--- src/rtl/scan_sched_if.sv ---
// scan_sched_if
// Bundles the job-request side and the address-output side of the scan
// scheduler into one interface.
//   req_valid/req_ready       per-requester job handshake (NREQ bits)
//   req_base/x_max/x_stride   per-requester job config, slice i = [i*WIDTH +: WIDTH]
//   abort                     synchronous cancel of the running job
//   addr_valid/addr_ready     address stream handshake
//   addr_out/addr_last        streamed address and end-of-job marker
//   addr_owner                requester index of the running (or last) job
//   busy/done                 job in progress / one-cycle completion pulse
// Modports: master = job issuers plus address consumer, slave = scheduler.
interface scan_sched_if #(
  parameter int WIDTH = 16,
  parameter int NREQ  = 2
);
  localparam int ID_W = $clog2(NREQ);

  logic [NREQ-1:0]       req_valid;
  logic [NREQ-1:0]       req_ready;
  logic [NREQ*WIDTH-1:0] req_base;
  logic [NREQ*WIDTH-1:0] req_x_max;
  logic [NREQ*WIDTH-1:0] req_x_stride;
  logic                  abort;
  logic                  addr_valid;
  logic                  addr_ready;
  logic [WIDTH-1:0]      addr_out;
  logic                  addr_last;
  logic [ID_W-1:0]       addr_owner;
  logic                  busy;
  logic                  done;

  modport master (
    output req_valid, req_base, req_x_max, req_x_stride, abort, addr_ready,
    input  req_ready, addr_valid, addr_out, addr_last, addr_owner, busy, done
  );

  modport slave (
    input  req_valid, req_base, req_x_max, req_x_stride, abort, addr_ready,
    output req_ready, addr_valid, addr_out, addr_last, addr_owner, busy, done
  );
endinterface

--- src/rtl/scan_sched.sv ---
// scan_sched
// Round-robin scheduler that shares one 1-D strided address scan engine
// among NREQ requesters. One job (base, x_max, x_stride) is granted at a
// time; the engine then emits x_max addresses base, base+stride, ...
// (wrapping silently modulo 2^WIDTH) under consumer backpressure, tags
// them with the owning requester, and pulses done after the last one.
// Ports:
//   clk   clock, all state changes on the rising edge
//   rst   asynchronous active-high reset
//   bus   scan_sched_if slave modport (job requests, abort, address stream,
//         busy/done status)
module scan_sched #(
  parameter int WIDTH = 16,
  parameter int NREQ  = 2,
  localparam int ID_W = $clog2(NREQ)
) (
  input logic        clk,
  input logic        rst,
  scan_sched_if.slave bus
);

  typedef enum logic [1:0] {
    IDLE,
    RUN,
    ZERO
  } state_t;

  state_t state;
  state_t next_state;

  logic [ID_W-1:0]  rr_ptr;
  logic [ID_W-1:0]  owner_q;
  logic [WIDTH-1:0] count;
  logic [WIDTH-1:0] x_max_q;
  logic [WIDTH-1:0] stride_q;
  logic [WIDTH-1:0] addr_q;
  logic             done_q;

  logic [ID_W-1:0]  winner;
  logic             found;
  logic [ID_W:0]    idx_wide;
  logic [ID_W-1:0]  cand;
  logic [WIDTH-1:0] sel_base;
  logic [WIDTH-1:0] sel_x_max;
  logic [WIDTH-1:0] sel_stride;
  logic [NREQ-1:0]  ready_vec;
  logic             grant;
  logic             finish;
  logic             last;
  logic             advance;

  // Round-robin search starting at rr_ptr. The candidate index is kept one
  // bit wider than ID_W so rr_ptr+k cannot overflow before the modulo
  // fold, which keeps this correct for non-power-of-two NREQ.
  always_comb begin
    winner   = '0;
    found    = 1'b0;
    idx_wide = '0;
    cand     = '0;
    for (int k = 0; k < NREQ; k++) begin
      idx_wide = (ID_W+1)'(rr_ptr) + (ID_W+1)'(k);
      if (idx_wide >= (ID_W+1)'(NREQ)) begin
        idx_wide = idx_wide - (ID_W+1)'(NREQ);
      end
      cand = idx_wide[ID_W-1:0];
      if (!found && bus.req_valid[cand]) begin
        winner = cand;
        found  = 1'b1;
      end
    end
  end

  // Config of the current winner; only sampled on the grant handshake.
  assign sel_base   = bus.req_base[int'(winner)*WIDTH +: WIDTH];
  assign sel_x_max  = bus.req_x_max[int'(winner)*WIDTH +: WIDTH];
  assign sel_stride = bus.req_x_stride[int'(winner)*WIDTH +: WIDTH];

  // count never exceeds x_max-1, so x_max = 2^WIDTH-1 needs no extra bit.
  // In RUN x_max_q is non-zero, so the subtraction cannot underflow there.
  assign last = (count == x_max_q - 1'b1);

  // Next-state and handshake decode. req_ready is gated by rst so nothing
  // appears granted while the block is held in reset. abort wins over a
  // simultaneous final handshake, so finish (and later done) stays low.
  always_comb begin
    next_state = state;
    grant      = 1'b0;
    finish     = 1'b0;
    advance    = 1'b0;
    ready_vec  = '0;
    case (state)
      IDLE: begin
        if (found && !rst) begin
          ready_vec[winner] = 1'b1;
          grant             = 1'b1;
          next_state        = (sel_x_max != '0) ? RUN : ZERO;
        end
      end
      RUN: begin
        if (bus.abort) begin
          next_state = IDLE;
        end else if (bus.addr_ready) begin
          if (last) begin
            next_state = IDLE;
            finish     = 1'b1;
          end else begin
            advance = 1'b1;
          end
        end
      end
      ZERO: begin
        next_state = IDLE;
        finish     = !bus.abort;
      end
      default: begin
        next_state = IDLE;
      end
    endcase
  end

  // State register plus the latched job. The job config is captured only
  // on grant, so later req_* activity cannot disturb a running scan.
  always_ff @(posedge clk or posedge rst) begin
    if (rst) begin
      state    <= IDLE;
      rr_ptr   <= '0;
      owner_q  <= '0;
      count    <= '0;
      x_max_q  <= '0;
      stride_q <= '0;
      addr_q   <= '0;
      done_q   <= 1'b0;
    end else begin
      state  <= next_state;
      done_q <= finish;
      if (grant) begin
        x_max_q  <= sel_x_max;
        stride_q <= sel_stride;
        addr_q   <= sel_base;
        owner_q  <= winner;
        count    <= '0;
        rr_ptr   <= (winner == ID_W'(NREQ - 1)) ? '0 : winner + 1'b1;
      end else if (advance) begin
        count  <= count + 1'b1;
        addr_q <= addr_q + stride_q;
      end
    end
  end

  assign bus.req_ready  = ready_vec;
  assign bus.addr_valid = (state == RUN);
  assign bus.addr_last  = (state == RUN) && last;
  assign bus.addr_out   = addr_q;
  assign bus.addr_owner = owner_q;
  assign bus.busy       = (state != IDLE);
  assign bus.done       = done_q;

endmodule

--- src/flat_wrapper.sv ---
// flat-port wrapper written by rule: the top's interface ports become plain ports
module scan_sched_flat 
#(
  parameter int WIDTH = 16,
  parameter int NREQ  = 2,
  localparam int ID_W = $clog2(NREQ)
)
  (clk, rst, bus_req_valid, bus_req_base, bus_req_x_max, bus_req_x_stride, bus_abort, bus_addr_ready, bus_req_ready, bus_addr_valid, bus_addr_out, bus_addr_last, bus_addr_owner, bus_busy, bus_done);
  scan_sched_if #(.WIDTH(WIDTH), .NREQ(NREQ)) bus_i ();
  input logic clk;
  input logic rst;
  input wire logic [$bits(bus_i.req_valid)-1:0] bus_req_valid;
  input wire logic [$bits(bus_i.req_base)-1:0] bus_req_base;
  input wire logic [$bits(bus_i.req_x_max)-1:0] bus_req_x_max;
  input wire logic [$bits(bus_i.req_x_stride)-1:0] bus_req_x_stride;
  input wire logic [$bits(bus_i.abort)-1:0] bus_abort;
  input wire logic [$bits(bus_i.addr_ready)-1:0] bus_addr_ready;
  output wire logic [$bits(bus_i.req_ready)-1:0] bus_req_ready;
  output wire logic [$bits(bus_i.addr_valid)-1:0] bus_addr_valid;
  output wire logic [$bits(bus_i.addr_out)-1:0] bus_addr_out;
  output wire logic [$bits(bus_i.addr_last)-1:0] bus_addr_last;
  output wire logic [$bits(bus_i.addr_owner)-1:0] bus_addr_owner;
  output wire logic [$bits(bus_i.busy)-1:0] bus_busy;
  output wire logic [$bits(bus_i.done)-1:0] bus_done;
  assign bus_i.req_valid = bus_req_valid;
  assign bus_i.req_base = bus_req_base;
  assign bus_i.req_x_max = bus_req_x_max;
  assign bus_i.req_x_stride = bus_req_x_stride;
  assign bus_i.abort = bus_abort;
  assign bus_i.addr_ready = bus_addr_ready;
  assign bus_req_ready = bus_i.req_ready;
  assign bus_addr_valid = bus_i.addr_valid;
  assign bus_addr_out = bus_i.addr_out;
  assign bus_addr_last = bus_i.addr_last;
  assign bus_addr_owner = bus_i.addr_owner;
  assign bus_busy = bus_i.busy;
  assign bus_done = bus_i.done;
  scan_sched #(.WIDTH(WIDTH), .NREQ(NREQ)) u_core (.clk(clk), .rst(rst), .bus(bus_i));
endmodule
--- config.mk ---
export PLATFORM = sky130hd
export DESIGN_NAME = scan_sched_flat
export DESIGN_NICKNAME = d
export VERILOG_FILES = /design/src/rtl/scan_sched_if.sv /design/src/rtl/scan_sched.sv /design/src/flat_wrapper.sv
export SDC_FILE = /design/constraint.sdc
export NUM_CORES = 1
export LEC_CHECK = 0
export ABC_AREA = 1
export BUFFER_PORTS_ARGS = -buffer_cell sky130_fd_sc_hd__buf_2
export CAP_MARGIN = 20
export CORE_MARGIN = 1
export CORE_UTILIZATION = 30
export DETAILED_ROUTE_END_ITERATION = 10
export HOLD_SLACK_MARGIN = 0.05
export PLACE_DENSITY = 0.49
export SETUP_SLACK_MARGIN = 0.2
export SYNTH_ARGS = -nofsm -noshare
export SYNTH_HDL_FRONTEND = slang
export SYNTH_SLANG_ARGS = --single-unit
--- constraint.sdc ---
create_clock -name clk -period 3.96 [get_ports clk]
set_input_delay 0 -clock clk [delete_from_list [all_inputs] [get_ports clk]]
set_output_delay 0 -clock clk [all_outputs]
set_load 0.1 [all_outputs]
== Word level (Yosys, flattened, before mapping) ==
Index checks and enable logic that the tools add are counted.
Cells by class
  add/subtract/negate cells: 7
  magnitude comparators: 6
  equal/unequal tests: 6
  shift operators: 3
  muxes and demuxes: 35
  reduce and logical (&&, ||, !) cells: 12
Operator list (number)
  $shiftx 32x6->16: 3
  $mux 16: 4
  $mux 1: 21
  $add 16x1->16 const B: 1
  $add 16x16->16: 1
  $eq 16x16->1: 1
  $reduce_bool 16->1: 1
  $sub 16x1->16 const B: 1
  $mux 2: 7
  $lt 1x2->1 const B: 3
  $logic_and 1x1->1: 4
  $pmux 2 s2: 1
  $reduce_bool 2->1: 2
  $logic_not 1->1: 3
  $ne 3x2->1 const B: 1
  $ne 3x3->1 const B: 1
  $reduce_and 3->1: 1
  $add 1x1->2 const B: 1
  $eq 2x1->1 const B: 1
  $eq 2x2->1 const B: 1
  $ge 1x2->1 const B: 1
  $ge 2x2->1 const B: 1
  $logic_not 2->1: 1
  $ne 2x1->1 const B: 1
  other kinds (5): 6
Storage, ports and cells
  bits in registers: 69
  input bits: 102
  output and inout port bits: 23
  logic and storage cells: 77

== Longest topological paths before layout ==
  word-level depth: 14
  depth in mapped cells: 18
  depth with buffers taken out: 17

== Worst setup path before layout ==
No wires, ideal clock.
  kind: input-to-reg
  start point: in rst
  end point: reg u_core.stride_q[10]
  library setup time: 0.073 ns
  data arrival time: 3.751 ns
  data required time: 3.887 ns
  setup slack: 0.136 ns
  cell stages on the path: 9
  buffers on the path: 2
  path through: inv_1 o21ai_1 nor2_2 nand2_1 inv_1 buf_2 buf_1 nand2_1 nand3_1
On the way
  word-level cells in the longest chain between the ends: 4
Ends and longest elaborated chain
  start: declaration: RTL line flat_wrapper.sv:11  | input logic rst;
  $logic_not 1->1: RTL line scan_sched.sv:93  | if (found && !rst) begin
  $logic_and 1x1->1: RTL line scan_sched.sv:93
  $mux 1: RTL line scan_sched.sv:93
  $mux 1: RTL line scan_sched.sv:91  | case (state)
  end signal: assignment: RTL line scan_sched.sv:138  | stride_q <= sel_stride;
  end: declaration: RTL line scan_sched.sv:35  | logic [WIDTH-1:0] stride_q;
Every way passes these cells.
A chain may end at the register's enable or synchronous reset.

== Final worst setup path ==
  start point: reg u_core.state[0]
  end point: reg u_core.addr_q[2], in the netlist u_core.bus.addr_out[2]
On the way
  word-level cells in the longest chain between the ends: 3
  elaborated cells between the ends (all ways): 6
  classes of those cells: 1 x eq/ne; 3 x mux; 2 x reduce/logical
Ends and longest elaborated chain
  start: declaration: RTL line scan_sched.sv:28  | state_t state;
  start signal: assignment: RTL line scan_sched.sv:134  | state <= next_state;
  $eq 2x1->1 or $logic_not 2->1 (tied branches): RTL line scan_sched.sv:91
  $mux 1: RTL line scan_sched.sv:91
  $reduce_bool 2->1 (no line) or $mux 16 (tied branches)
  end signal: assignment: RTL line scan_sched.sv:139  | addr_q <= sel_base;
  end signal: assignment: RTL line scan_sched.sv:145  | addr_q <= addr_q + stride_q;
  end: declaration: RTL line scan_sched.sv:36  | logic [WIDTH-1:0] addr_q;
Parallel ways exist; a longest one is shown, timed or not.

==> key figures <==
Synth
  – Count of different cell masters after synthesis: 38
  – Leading register cell type out of synthesis: sky130_fd_sc_hd__dfrtp_1
  – Area of the mapped netlist: 5320 um^2
  – Yosys top cell area share: 32.5%
  – Share of flip-flops with an asynchronous set or reset: 100%
  – Most frequent cells after synthesis: sky130_fd_sc_hd__nand2_1 (277), sky130_fd_sc_hd__inv_1 (87), sky130_fd_sc_hd__nand3_1 (86), sky130_fd_sc_hd__dfrtp_1 (69), sky130_fd_sc_hd__o21ai_0 (58)
  – Syn_nets: 932
  – Instance count of the mapped netlist: 809
  – Leading cell type by number of instances after synthesis: sky130_fd_sc_hd__nand2_1
  – Yosys synthesis warning count: 0
  – Leading cell types by total area after synthesis: sky130_fd_sc_hd__dfrtp_1 (32%), sky130_fd_sc_hd__nand2_1 (20%), sky130_fd_sc_hd__nand3_1 (8.1%)
  – Area leader, netlist: sky130_fd_sc_hd__dfrtp_1
  – Number of flops mapped to enable cells by yosys: 0
  – Flop and latch count out of synthesis: 69
  – Avg Inst Size Synth: 6.57 um^2
  – Register area share after synthesis: 32.5%

Clock tree
  – Cts hold-fix bufs: 76
  – Maximum level of the CTS H-tree: 3
  – Cell at the root of the clock tree: sky130_fd_sc_hd__clkbuf_16
  – Insertion delay to the later sink of the worst-skew pair: 0.34 ns
  – PostCTS Resize Cnt: 0
  – Clock-pin slew reported for the worst setup and hold paths after clock tree synthesis: 0.06 ns
  – Number of buffers created by CTS: 9
  – Sinks on the clock net: 69
  – Setup bufs post-CTS: 0
  – CTS max path bufs: 2
  – TritonCTS clock tree: built

STA
  – Crit share post-route: 75.4%
  – Fin. Hold Viols: 0
  – Tightest Pin Transition: 0.986 ns
  – Highest Clock Rate: 0.335 GHz
  – Final worst clock skew: 0.00597 ns
  – Time the final worst path needs with I/O delays and setup: 2.99 ns
  – Number of max-slew violations in the final report: 0
  – Worst rel slew slack: 34.2%
  – Setup TNS: 0 ns
  – Setup repair after global routing missed its margin: no
  – Final setup vio count: 0

Route
  – Iteration count of the initial detailed-routing pass: 6
  – Number of design rule violations left after detail routing: 0
  – Total Wirelength: 16500 um
  – Via-to-Cell Ratio: 4.65
  – 1st-iter DRT viols: 275
  – Wire per inst: 13.4 um
  – Vias after detailed routing: 5726
  – Antenna violation net count after detailed routing: 0

Die
  – Starting Density: 30.7%
  – Die Outline Area: 18300 um^2
  – Core footprint: 17300 um^2
  – Vert. Die Dim: 135 um
  – Count of pins on the block boundary: 125
  – Standard-cell row count: 48
  – Floorplan die width: 135 um

Worst setup path
  – Kind of start point of the critical path: flip-flop
  – Kind of end point of the critical path: flip-flop
  – Worst-path maximum fanout: 31
  – Worst Path Arrival: 3.27 ns
  – Cell count of the worst reg-to-reg path: 11
  – Classification of the worst setup path: flip-flop to flip-flop
  – Worst EP required: 4.24 ns

Layout
  – Ratio of cells with drive above 1 in the final layout: 16.7%
  – Layout net count: 1125
  – Final Util: 41.9%
  – Area growth from synthesis to final layout: 36.4%
  – Antenna fix cells: 0
  – Fillcell total: 1865

GRT
  – Wire length of the first global-routing pass: 27800 um
  – Total gr overflow: 0
  – Number of global-route vias before repair: 5659
  – Global Route Usage Sum: 19.3%
  – Antenna violations before repair: 0
  – Maximum number of pins on one net before global-route repair: 45

Power
  – Worst IR drop on VDD: 0.000384 V
  – Static leakage power: 3.77 nW
  – Power density of the placed cells: 812 nW/um^2

Placement
  – PortBufs: 124
  – Final estimated routing congestion in global placement: 0.858
  – Half-perimeter wire length of the detailed placement result: 11900 um

Outcome
  – Result of the run: complete, no violations

Worst hold path
  – Worst Hold Path Cells: 3
  – Worst min path class: input port to flip-flop

Job
  – Maximum Capacitance Violations: 0
## layer usage
metal	track usage, %	wire, um
met3	2.33	380
met4	7.30	223
met2	32.4	7930
met1	25.4	7970
met5	0	0
## cell type report
class                   count  area, um^2  share of cell area [%]
clock buffers              10         239                    3.30
clock inverters             6        86.3                    1.19
inverters                  89         338                    4.66
multi-input cells         624        3120                    43.0
flip-flops and latches     69        1730                    23.8
well taps                 225         282                    3.88
repair buffers            209        1460                    20.2
## worst paths after layout
check	from	end	slack, ns
setup / recovery	u_core.state[0]$_DFFE_PP0P_	u_core.bus.addr_out[2]$_DFFE_PP0P_	0.97
hold reg to reg	u_core.state[1]$_DFFE_PP0P_	u_core.state[1]$_DFFE_PP0P_	0.51
setup reg to reg	u_core.state[0]$_DFFE_PP0P_	u_core.bus.addr_out[2]$_DFFE_PP0P_	0.97
hold / removal	bus_req_x_max[24]	u_core.x_max_q[8]$_DFFE_PP0P_	0.05
max in group asynchronous	rst	u_core.x_max_q[6]$_DFFE_PP0P_	2.55
min in group asynchronous	rst	u_core.count[0]$_DFFE_PP0P_	0.42
## logic make-up (layout without fill, tap and decap cells)
family | count (synthesis) | after routing | synth area share [%]
xor+xnor | 23 | 23 | 4.07
fa+ha+maj | 21 | 21 | 5.08
simple gates | 464 | 464 | 37.2
compound gates | 116 | 116 | 12.3
flops | 69 | 69 | 32.5
buf+inv | 116 | 314 | 8.94
## cells in the final DEF (no fill, tap or decap), drive strengths merged
cell type,n
nand4,14
and2,1
nor4,2
o21bai,2
fa,1
nor2,65
ha,20
nor3,11
o31ai,2
xor3,1
nand2,280
xnor2,4
bufinv,2
a21o,4
inv,88
a21oi,27
dfrtp,69
nand3b,3
dlygate4sd3,76
a21boi,1
or2,1
nand3,87
clkbuf,10
buf,133
a31oi,3
clkinvlp,2
a22oi,14
o21a,1
o211ai,3
xor2,18
o21ai,59
clkinv,3
## stage by stage
step | std cells | hold slack, ns | area [um^2] | worst slack [ns] | power [mW]
finish | 1232 | 0.0451 | 7250 | 0.973 | 5.89
global route | 1232 | 0.0964 | 7250 | 0.617 | 6.45
CTS | 1232 | 0.0520 | 7250 | 0.939 | 5.92
detailed placement | 1140 | 0.210 | 6170 | 1.21 | 4.80
global placement | 1140 | 0.209 | 6170 | 1.24 | 4.81
floorplan | 809 | 0.120 | 5320 | 0.786 | 4.05
## worst max-delay path: stages, from the launching register on
cell and delay [ns]:
sky130_fd_sc_hd__dfrtp_1 0.40, sky130_fd_sc_hd__inv_1 0.09, sky130_fd_sc_hd__ha_1 0.17, sky130_fd_sc_hd__inv_1 0.08, sky130_fd_sc_hd__nor2_2 0.22, sky130_fd_sc_hd__nand2_1 0.13, sky130_fd_sc_hd__inv_1 0.73, sky130_fd_sc_hd__a22oi_1 0.21
sky130_fd_sc_hd__dlygate4sd3_1 0.64, sky130_fd_sc_hd__o31ai_1 0.08, sky130_fd_sc_hd__nand2_1 0.08, sky130_fd_sc_hd__nand2_1 0.07
## flip-flops by register name (all words and copies together) (netlist names)
signal                 flops
u_core.state               2
u_core.stride_q           16
u_core.x_max_q            16
u_core.rr_ptr              1
u_core.bus.addr_owner      1
u_core.count              16
u_core.bus.done            1
u_core.bus.addr_out       16
## report_power, final
| part | switching [mW] | internal [mW] | total [mW] |
|---|---|---|---|
| clock | 0.332 | 0.568 | 0.899 |
| sequential | 0.376 | 1.03 | 1.40 |
| combinational | 2.37 | 1.22 | 3.59 |
| total | 3.08 | 2.81 | 5.89 |
Power figures use the tool's default switching activity.
